<file path="src/rtl/apb3_arb_pkg.sv">
// Shared state encoding, master indices and GRANT encodings for the
// two-master APB3 arbiter.
package apb3_arb_pkg;

  typedef enum logic [1:0] {
    ST_IDLE   = 2'd0,
    ST_SETUP  = 2'd1,
    ST_ACCESS = 2'd2,
    ST_RESP   = 2'd3
  } arb_state_e;

  localparam int M0_IDX = 0;
  localparam int M1_IDX = 1;

  localparam logic [1:0] GRANT_NONE = 2'b00;
  localparam logic [1:0] GRANT_M0   = 2'b01;
  localparam logic [1:0] GRANT_M1   = 2'b10;

endpackage

</file>
<file path="src/rtl/apb3_master_arbiter_if.sv">
// Bundle of the two upstream APB3 slave ports, the downstream APB3 master
// port and the GRANT observability bus.
interface apb3_master_arbiter_if #(
  parameter int ADDR_WIDTH = 32,
  parameter int DATA_WIDTH = 32
);
  logic                  PSEL_M0, PENABLE_M0, PWRITE_M0;
  logic [ADDR_WIDTH-1:0] PADDR_M0;
  logic [DATA_WIDTH-1:0] PWDATA_M0, PRDATA_M0;
  logic                  PREADY_M0, PSLVERR_M0;

  logic                  PSEL_M1, PENABLE_M1, PWRITE_M1;
  logic [ADDR_WIDTH-1:0] PADDR_M1;
  logic [DATA_WIDTH-1:0] PWDATA_M1, PRDATA_M1;
  logic                  PREADY_M1, PSLVERR_M1;

  logic                  PSEL, PENABLE, PWRITE;
  logic [ADDR_WIDTH-1:0] PADDR;
  logic [DATA_WIDTH-1:0] PWDATA, PRDATA;
  logic                  PREADY, PSLVERR;
  logic [1:0]            GRANT;

  // Arbiter side.
  modport slave (
    input  PSEL_M0, PENABLE_M0, PWRITE_M0, PADDR_M0, PWDATA_M0,
    output PRDATA_M0, PREADY_M0, PSLVERR_M0,
    input  PSEL_M1, PENABLE_M1, PWRITE_M1, PADDR_M1, PWDATA_M1,
    output PRDATA_M1, PREADY_M1, PSLVERR_M1,
    output PSEL, PENABLE, PWRITE, PADDR, PWDATA, GRANT,
    input  PRDATA, PREADY, PSLVERR
  );

  // Environment side: upstream masters and downstream slave.
  modport master (
    output PSEL_M0, PENABLE_M0, PWRITE_M0, PADDR_M0, PWDATA_M0,
    input  PRDATA_M0, PREADY_M0, PSLVERR_M0,
    output PSEL_M1, PENABLE_M1, PWRITE_M1, PADDR_M1, PWDATA_M1,
    input  PRDATA_M1, PREADY_M1, PSLVERR_M1,
    input  PSEL, PENABLE, PWRITE, PADDR, PWDATA, GRANT,
    output PRDATA, PREADY, PSLVERR
  );
endinterface

</file>
<file path="src/rtl/apb3_access_watchdog.sv">
// Counts stalled ACCESS cycles; o_expired marks the last cycle a slave may
// hold PREADY low before the arbiter aborts. Tied off when TIMEOUT_CYCLES=0.
module apb3_access_watchdog #(
  parameter int TIMEOUT_CYCLES = 256
) (
  input  logic PCLK,
  input  logic PRESETN,
  input  logic i_clear,
  input  logic i_count_en,
  output logic o_expired
);
  generate
    if (TIMEOUT_CYCLES > 0) begin : g_wdt
      localparam int CW = $clog2(TIMEOUT_CYCLES + 1);
      localparam logic [CW-1:0] LIMIT = CW'(TIMEOUT_CYCLES - 1);
      logic [CW-1:0] r_count;

      // Saturates at LIMIT so a stuck slave never wraps the counter.
      always_ff @(posedge PCLK) begin
        if (!PRESETN || i_clear) begin
          r_count <= '0;
        end else if (i_count_en && (r_count != LIMIT)) begin
          r_count <= r_count + 1'b1;
        end
      end

      assign o_expired = (r_count == LIMIT);
    end else begin : g_off
      logic w_unused;
      assign w_unused  = &{1'b0, PCLK, PRESETN, i_clear, i_count_en};
      assign o_expired = 1'b0;
    end
  endgenerate
endmodule

</file>
<file path="src/rtl/apb3_master_arbiter.sv">
// Two-master APB3 arbiter: serialises M0/M1 transfers onto one downstream
// APB3 port and returns the response to the granted master only.
module apb3_master_arbiter
  import apb3_arb_pkg::*;
#(
  parameter int ADDR_WIDTH     = 32,
  parameter int DATA_WIDTH     = 32,
  parameter int FIXED_PRIO     = 0,
  parameter int TIMEOUT_CYCLES = 256
) (
  input  logic                 PCLK,
  input  logic                 PRESETN,
  apb3_master_arbiter_if.slave bus
);
  arb_state_e            r_state, w_state_next;
  logic                  r_ptr, w_ptr_next;
  logic [1:0]            r_grant, w_grant_next;
  logic                  r_psel, w_psel_next;
  logic                  r_penable, w_penable_next;
  logic                  r_pwrite, w_pwrite_next;
  logic [ADDR_WIDTH-1:0] r_paddr, w_paddr_next;
  logic [DATA_WIDTH-1:0] r_pwdata, w_pwdata_next;
  logic [DATA_WIDTH-1:0] r_rdata, w_rdata_next;
  logic                  r_err, w_err_next;
  logic                  w_pick_m1, w_any_req, w_resp;
  logic                  w_wdt_clear, w_wdt_en, w_wdt_expired;
  logic                  w_unused_penable;

  assign w_unused_penable = bus.PENABLE_M0 ^ bus.PENABLE_M1;
  assign w_any_req        = bus.PSEL_M0 | bus.PSEL_M1;
  // r_ptr=1 means M1 is preferred on a tie (round robin only).
  assign w_pick_m1 = bus.PSEL_M1 & (~bus.PSEL_M0 | ((FIXED_PRIO == 0) & r_ptr));

  always_comb begin
    w_state_next   = r_state;
    w_ptr_next     = r_ptr;
    w_grant_next   = r_grant;
    w_psel_next    = r_psel;
    w_penable_next = r_penable;
    w_pwrite_next  = r_pwrite;
    w_paddr_next   = r_paddr;
    w_pwdata_next  = r_pwdata;
    w_rdata_next   = r_rdata;
    w_err_next     = r_err;
    w_wdt_clear    = 1'b0;
    w_wdt_en       = 1'b0;
    case (r_state)
      ST_IDLE: begin
        if (w_any_req) begin
          w_state_next   = ST_SETUP;
          w_grant_next   = w_pick_m1 ? GRANT_M1 : GRANT_M0;
          w_paddr_next   = w_pick_m1 ? bus.PADDR_M1  : bus.PADDR_M0;
          w_pwdata_next  = w_pick_m1 ? bus.PWDATA_M1 : bus.PWDATA_M0;
          w_pwrite_next  = w_pick_m1 ? bus.PWRITE_M1 : bus.PWRITE_M0;
          w_psel_next    = 1'b1;
          w_penable_next = 1'b0;
          w_wdt_clear    = 1'b1;
        end
      end
      ST_SETUP: begin
        w_state_next   = ST_ACCESS;
        w_penable_next = 1'b1;
      end
      ST_ACCESS: begin
        w_wdt_en = ~bus.PREADY;
        if (bus.PREADY) begin
          w_state_next   = ST_RESP;
          w_rdata_next   = bus.PRDATA;
          w_err_next     = bus.PSLVERR;
          w_psel_next    = 1'b0;
          w_penable_next = 1'b0;
        end else if (w_wdt_expired) begin
          w_state_next   = ST_RESP;
          w_rdata_next   = '0;
          w_err_next     = 1'b1;
          w_psel_next    = 1'b0;
          w_penable_next = 1'b0;
        end
      end
      ST_RESP: begin
        w_state_next = ST_IDLE;
        w_grant_next = GRANT_NONE;
        if (FIXED_PRIO == 0) begin
          w_ptr_next = r_grant[M0_IDX];
        end
      end
      default: w_state_next = ST_IDLE;
    endcase
  end

  always_ff @(posedge PCLK) begin
    if (!PRESETN) begin
      r_state   <= ST_IDLE;
      r_ptr     <= 1'b0;
      r_grant   <= GRANT_NONE;
      r_psel    <= 1'b0;
      r_penable <= 1'b0;
      r_pwrite  <= 1'b0;
      r_paddr   <= '0;
      r_pwdata  <= '0;
      r_rdata   <= '0;
      r_err     <= 1'b0;
    end else begin
      r_state   <= w_state_next;
      r_ptr     <= w_ptr_next;
      r_grant   <= w_grant_next;
      r_psel    <= w_psel_next;
      r_penable <= w_penable_next;
      r_pwrite  <= w_pwrite_next;
      r_paddr   <= w_paddr_next;
      r_pwdata  <= w_pwdata_next;
      r_rdata   <= w_rdata_next;
      r_err     <= w_err_next;
    end
  end

  apb3_access_watchdog #(
    .TIMEOUT_CYCLES (TIMEOUT_CYCLES)
  ) u_wdt (
    .PCLK       (PCLK),
    .PRESETN    (PRESETN),
    .i_clear    (w_wdt_clear),
    .i_count_en (w_wdt_en),
    .o_expired  (w_wdt_expired)
  );

  assign w_resp         = (r_state == ST_RESP);
  assign bus.PSEL       = r_psel;
  assign bus.PENABLE    = r_penable;
  assign bus.PWRITE     = r_pwrite;
  assign bus.PADDR      = r_paddr;
  assign bus.PWDATA     = r_pwdata;
  assign bus.GRANT      = r_grant;
  assign bus.PRDATA_M0  = r_rdata;
  assign bus.PRDATA_M1  = r_rdata;
  assign bus.PREADY_M0  = w_resp & r_grant[M0_IDX];
  assign bus.PREADY_M1  = w_resp & r_grant[M1_IDX];
  assign bus.PSLVERR_M0 = w_resp & r_grant[M0_IDX] & r_err;
  assign bus.PSLVERR_M1 = w_resp & r_grant[M1_IDX] & r_err;
endmodule

</file>
<file path="src/flat_wrapper.sv">
// flat-port wrapper written by rule: the top's interface ports become plain ports
module apb3_master_arbiter_flat import apb3_arb_pkg::*;
#(
  parameter int ADDR_WIDTH     = 32,
  parameter int DATA_WIDTH     = 32,
  parameter int FIXED_PRIO     = 0,
  parameter int TIMEOUT_CYCLES = 256
)
  (PCLK, PRESETN, bus_PSEL_M0, bus_PENABLE_M0, bus_PWRITE_M0, bus_PADDR_M0, bus_PWDATA_M0, bus_PRDATA_M0, bus_PREADY_M0, bus_PSLVERR_M0, bus_PSEL_M1, bus_PENABLE_M1, bus_PWRITE_M1, bus_PADDR_M1, bus_PWDATA_M1, bus_PRDATA_M1, bus_PREADY_M1, bus_PSLVERR_M1, bus_PSEL, bus_PENABLE, bus_PWRITE, bus_PADDR, bus_PWDATA, bus_GRANT, bus_PRDATA, bus_PREADY, bus_PSLVERR);
  apb3_master_arbiter_if #(.ADDR_WIDTH(ADDR_WIDTH), .DATA_WIDTH(DATA_WIDTH)) bus_i ();
  input  logic PCLK;
  input  logic PRESETN;
  input wire logic [$bits(bus_i.PSEL_M0)-1:0] bus_PSEL_M0;
  input wire logic [$bits(bus_i.PENABLE_M0)-1:0] bus_PENABLE_M0;
  input wire logic [$bits(bus_i.PWRITE_M0)-1:0] bus_PWRITE_M0;
  input wire logic [$bits(bus_i.PADDR_M0)-1:0] bus_PADDR_M0;
  input wire logic [$bits(bus_i.PWDATA_M0)-1:0] bus_PWDATA_M0;
  output wire logic [$bits(bus_i.PRDATA_M0)-1:0] bus_PRDATA_M0;
  output wire logic [$bits(bus_i.PREADY_M0)-1:0] bus_PREADY_M0;
  output wire logic [$bits(bus_i.PSLVERR_M0)-1:0] bus_PSLVERR_M0;
  input wire logic [$bits(bus_i.PSEL_M1)-1:0] bus_PSEL_M1;
  input wire logic [$bits(bus_i.PENABLE_M1)-1:0] bus_PENABLE_M1;
  input wire logic [$bits(bus_i.PWRITE_M1)-1:0] bus_PWRITE_M1;
  input wire logic [$bits(bus_i.PADDR_M1)-1:0] bus_PADDR_M1;
  input wire logic [$bits(bus_i.PWDATA_M1)-1:0] bus_PWDATA_M1;
  output wire logic [$bits(bus_i.PRDATA_M1)-1:0] bus_PRDATA_M1;
  output wire logic [$bits(bus_i.PREADY_M1)-1:0] bus_PREADY_M1;
  output wire logic [$bits(bus_i.PSLVERR_M1)-1:0] bus_PSLVERR_M1;
  output wire logic [$bits(bus_i.PSEL)-1:0] bus_PSEL;
  output wire logic [$bits(bus_i.PENABLE)-1:0] bus_PENABLE;
  output wire logic [$bits(bus_i.PWRITE)-1:0] bus_PWRITE;
  output wire logic [$bits(bus_i.PADDR)-1:0] bus_PADDR;
  output wire logic [$bits(bus_i.PWDATA)-1:0] bus_PWDATA;
  output wire logic [$bits(bus_i.GRANT)-1:0] bus_GRANT;
  input wire logic [$bits(bus_i.PRDATA)-1:0] bus_PRDATA;
  input wire logic [$bits(bus_i.PREADY)-1:0] bus_PREADY;
  input wire logic [$bits(bus_i.PSLVERR)-1:0] bus_PSLVERR;
  assign bus_i.PSEL_M0 = bus_PSEL_M0;
  assign bus_i.PENABLE_M0 = bus_PENABLE_M0;
  assign bus_i.PWRITE_M0 = bus_PWRITE_M0;
  assign bus_i.PADDR_M0 = bus_PADDR_M0;
  assign bus_i.PWDATA_M0 = bus_PWDATA_M0;
  assign bus_PRDATA_M0 = bus_i.PRDATA_M0;
  assign bus_PREADY_M0 = bus_i.PREADY_M0;
  assign bus_PSLVERR_M0 = bus_i.PSLVERR_M0;
  assign bus_i.PSEL_M1 = bus_PSEL_M1;
  assign bus_i.PENABLE_M1 = bus_PENABLE_M1;
  assign bus_i.PWRITE_M1 = bus_PWRITE_M1;
  assign bus_i.PADDR_M1 = bus_PADDR_M1;
  assign bus_i.PWDATA_M1 = bus_PWDATA_M1;
  assign bus_PRDATA_M1 = bus_i.PRDATA_M1;
  assign bus_PREADY_M1 = bus_i.PREADY_M1;
  assign bus_PSLVERR_M1 = bus_i.PSLVERR_M1;
  assign bus_PSEL = bus_i.PSEL;
  assign bus_PENABLE = bus_i.PENABLE;
  assign bus_PWRITE = bus_i.PWRITE;
  assign bus_PADDR = bus_i.PADDR;
  assign bus_PWDATA = bus_i.PWDATA;
  assign bus_GRANT = bus_i.GRANT;
  assign bus_i.PRDATA = bus_PRDATA;
  assign bus_i.PREADY = bus_PREADY;
  assign bus_i.PSLVERR = bus_PSLVERR;
  apb3_master_arbiter #(.ADDR_WIDTH(ADDR_WIDTH), .DATA_WIDTH(DATA_WIDTH), .FIXED_PRIO(FIXED_PRIO), .TIMEOUT_CYCLES(TIMEOUT_CYCLES)) u_core (.PCLK(PCLK), .PRESETN(PRESETN), .bus(bus_i));
endmodule
</file>
<file path="config.mk">
export PLATFORM = sky130hd
export DESIGN_NAME = apb3_master_arbiter_flat
export DESIGN_NICKNAME = d
export VERILOG_FILES = /design/src/rtl/apb3_arb_pkg.sv /design/src/rtl/apb3_master_arbiter_if.sv /design/src/rtl/apb3_access_watchdog.sv /design/src/rtl/apb3_master_arbiter.sv /design/src/flat_wrapper.sv
export SDC_FILE = /design/constraint.sdc
export NUM_CORES = 1
export LEC_CHECK = 0
export CAP_MARGIN = 30
export CORE_MARGIN = 4
export CORE_UTILIZATION = 38
export CTS_BUF_LIST = sky130_fd_sc_hd__clkbuf_8
export DETAILED_ROUTE_END_ITERATION = 8
export MAX_ROUTING_LAYER = met4
export PLACE_DENSITY_LB_ADDON = 0.12
export SLEW_MARGIN = 10
export SYNTH_ARGS = -nofsm -noshare
export SYNTH_HDL_FRONTEND = slang
export SYNTH_HIERARCHICAL = 1
export SYNTH_SLANG_ARGS = --single-unit
</file>
<file path="constraint.sdc">
create_clock -name PCLK -period 2.55 [get_ports PCLK]
set_clock_uncertainty 0.15 [all_clocks]
set_input_delay 0.51 -clock PCLK [delete_from_list [all_inputs] [get_ports PCLK]]
set_output_delay 0.51 -clock PCLK [all_outputs]
set_load 0.03 [all_outputs]
</file>
==> flow_metrics.py, run 1 <==
metrics = {
    "yosys": {
        "primary_ff_master_synth": "sky130_fd_sc_hd__dfxtp_1",
        "synth_cell_types": 44,
        "yosysSeqAreaShare": 0.471,
        "netlist_instances": 471,
        "synth.yosys.warnings": 6,
        "post_synth_instance_area_mm2": 0.00485,
        "postSynthNetCount": 650,
        "syn_avg_cell_area_um2": 10.3,
        "synth-edff-count": 0,
        "synth-seq-cells": 114,
        "ys_async_sr_fraction": 0,
    },
    "power": {
        "internal-power_mw": 4.14,
        "proportion_of_power_drawn_by_the_clock_network": 0.204,
        "netSwitchingFraction": 0.367,
        "p_sw_mw": 2.39,
        "power.total_mw": 6.53,
        "power_density_mw_per_mm2": 807,
        "seq_power_share": 0.353,
        "vdd_drop_max_mv": 0.433,
        "power.combinational.fraction": 0.443,
        "static-leakage-power_nw": 2.94,
    },
    "critical_path": {
        "crit_path_top_delay_cell": "sky130_fd_sc_hd__dfxtp_1",
        "critPathMaxStageDelay_ns": 0.43,
        "crit_path_start_kind": "flop",
        "worst-path-stages": 3,
        "timing.critical_path.arrival_ns": 1.78,
        "timing.rr.end": "u_core/u_wdt/g_wdt.r_count[5]$_SDFFE_PP0P_",
        "worstSetupPathType": "flop to output port",
        "path_delay_family": "flip-flops",
        "r2r_cells": 7,
        "timing.rr.start": "u_core/u_wdt/g_wdt.r_count[0]$_SDFFE_PP0P_",
        "path_cells": "ha_1 -> and2_1 -> clkdlybuf4s15_1",
        "regToRegSetupSlack_ns": 0.41,
        "required_time_of_the_worst_setup_path_ns": 1.89,
        "crit_fanout": 6,
        "end_kind": "output port",
        "timing.critical_path.buf_inv": 1,
    },
    "layout": {
        "fin_area_mm2": 0.00809,
        "area_delta_synth_final_pct": 66.9,
        "final_nets": 912,
        "post_layout_nonfiller_instances": 911,
        "mostFrequentLayoutCell": "sky130_fd_sc_hd__clkdlybuf4s50_1",
        "finalCoreUtilization": 0.660,
        "layout_common_cells": "sky130_fd_sc_hd__clkdlybuf4s50_1 (300), sky130_fd_sc_hd__dfxtp_1 (114), sky130_fd_sc_hd__nor3b_1 (67)",
        "layout_cells_sized_above_1": 0.0580,
    },
    "placed_design": {
        "place_hpwl_mm": 12.6,
        "io_buffer_count": 304,
        "gp_routability_congestion": 0.800,
        "place_worst_setup_slack_ns": 0.178,
        "detailed_place.area_mm2": 0.00779,
        "place.detailed.instances": 882,
    },
    "sta": {
        "tightestPinTransition_ns": 0.522,
        "post_route_setup_tns_ns": 0,
        "relSlewSlack": 0.651,
        "number_of_endpoints_failing_setup_at_the_final_stage": 0,
        "max_freq_mhz": 410,
        "finalWorstSetupSlack_ns": 0.112,
        "finalHoldViolations": 0,
        "setup_repair_after_global_routing_missed_its_margin": "false",
        "final_min_period_over_clock_period": 0.956,
        "hold_ws_ns": 0.315,
        "report.final.slew_viol_count": 0,
        "final_period_minus_worst_setup_slack_ns": 2.44,
    },
    "floorplan": {
        "boundaryPins": 307,
        "die_area_mm2": 0.0146,
        "die_width_um": 121,
        "floorplan.core_area_mm2": 0.0123,
        "die_h_um": 121,
        "initial_standard_cell_utilization_of_the_core": 0.395,
        "num_rows": 40,
    },
    "routing": {
        "post_route_drc": 0,
        "postRouteWirelength_mm": 16.8,
        "routed-via-count": 4761,
        "detail_route.iter0.violations": 224,
        "drtAntennaViolNets": 0,
        "post_drt_wl_per_cell_um": 18.5,
        "first_pass_iters": 5,
        "vias_per_cell": 5.23,
    },
    "grt": {
        "number_of_antenna_violations_at_the_first_check_in_global_routing": 1,
        "grt.total_usage": 0.228,
        "globalRoute.totalOverflow": 0,
        "wire_length_of_the_first_global_routing_pass_mm": 25.3,
        "vias_in_the_first_global_route": 4821,
        "pin_count_of_the_biggest_net_entering_global_routing": 65,
    },
    "outcome": {
        "outcome": "finished clean",
    },
    "hold_path": {
        "hold_end": "u_core/u_wdt/g_wdt.r_count[8]$_SDFFE_PP0P_",
        "whs_path_depth": 2,
        "type_of_the_tightest_min_delay_check": "flop to flop",
        "timing.hold.worst.start": "u_core/u_wdt/g_wdt.r_count[8]$_SDFFE_PP0P_",
    },
    "clocking": {
        "cts_root_buf": "sky130_fd_sc_hd__clkbuf_8",
        "number_of_clock_buffers_inserted_by_tritoncts": 17,
        "ctsHtreeMaxLevel": 4,
        "cts_hold_buf": 0,
        "cts_tree": "built",
        "clock_pin_slew_of_the_registers_on_the_worst_case_setup_and_hold_paths_ns": 0.06,
        "cts_setup_buffers": 0,
        "clock_latency_ns": 0.42,
        "clock-sinks": 114,
        "clock_tree.buffer_depth": 2,
    },
    "job": {
        "cap_viol_max_count": 0,
    },
}
layer usage:
layer	track usage	vias up	routed length [µm]
met4	0.114	0	549
met2	0.376	230	8520
met3	0.0853	38	1520
met5	-	-	0
li1	-	2273	-
met1	0.239	2220	6250
tightest hold or removal path: stages (launching register included):
cell                      delay, ns
sky130_fd_sc_hd__dfxtp_1       0.31
sky130_fd_sc_hd__nand2_1       0.05
sky130_fd_sc_hd__a21oi_1       0.06
synth_stat cells, drive strengths merged, types with 3 or more instances:
cell type  count  area share
clkbuf        19       0.017
inv            9      0.0070
and2           3      0.0039
nor2          39       0.030
a221o         65        0.13
o21ai          7      0.0072
nand3          4      0.0041
buf           55       0.082
nor3b         67        0.10
or3            3      0.0041
nand2          4      0.0031
a21oi         11       0.011
ha             9       0.023
dfxtp        114        0.47
a22oi         32       0.050
state kept, by name, summed over array words and instances, names as in the netlist:
name	flops
u_core/bus.PWDATA	32
u_core/r_ptr	1
u_core/r_err	1
u_core/bus.PRDATA_M0	32
u_core/bus.PSEL	1
u_core/bus.PWRITE	1
u_core/bus.PADDR	32
u_core/r_state	2
u_core/bus.GRANT	2
u_core/bus.PENABLE	1
u_core/u_wdt/g_wdt.r_count	9
logic make-up (layout without fill, tap and decap cells):
| family | after synthesis | after routing | share of synthesized area |
|---|---|---|---|
| simple gates | 137 | 137 | 0.174 |
| xor+xnor | 2 | 2 | 0.00361 |
| fa+ha+maj | 9 | 9 | 0.0232 |
| compound gates | 125 | 125 | 0.220 |
| mux | 1 | 1 | 0.00206 |
| other cells | 0 | 1 | 0 |
| buf+inv | 83 | 354 | 0.106 |
| flops | 114 | 114 | 0.471 |
area by class of cell:
cell class / count / area [µm²]
well taps: 168 / 210
diodes: 1 / 2.50
multi-input cells: 274 / 2060
inverters: 9 / 33.8
clock buffers: 20 / 275
repair buffers: 317 / 3200
fillers: 991 / 4170
flip-flops and latches: 114 / 2280
clock inverters: 8 / 30.0
power groups by stage:
stage	Sequential (mW)	Clock [mW]	Combinational [mW]
finish	2.31	1.33	2.89
global route	2.35	1.44	3.05
CTS	2.31	1.37	2.91
detailed placement	2.34	0	2.90
global placement	2.32	0	2.86
floorplan	2.93	0	1.09
how the worst max path moves through the flow:
stage                                                from                                    endpoint
6_report                   u_core/r_state[1]$_SDFFE_PN0P_                               bus_PREADY_M0
5_1_grt                    u_core/r_state[1]$_SDFFE_PN0P_                               bus_PREADY_M0
4_1_cts                    u_core/r_state[1]$_SDFFE_PN0P_                               bus_PREADY_M0
3_5_place_dp                                   bus_PREADY  u_core/u_wdt/g_wdt.r_count[5]$_SDFFE_PP0P_
3_3_place_gp                                   bus_PREADY  u_core/u_wdt/g_wdt.r_count[5]$_SDFFE_PP0P_
2_1_floorplan  u_core/u_wdt/g_wdt.r_count[0]$_SDFFE_PP0P_  u_core/u_wdt/g_wdt.r_count[5]$_SDFFE_PP0P_
timing repair:
item	in CTS	in global routing
gates resized for setup	4	1
endpoints found under the setup margin	4	1
endpoints found under the hold margin	0	0
Note: power is estimated with default switching activity, not from simulation.
==> run 2: changes to the inputs <==
SLEW_MARGIN = 20   (was 10)
==> results of run 2 <==
The final DEF is identical to that of run 1; final timing and power are the same.
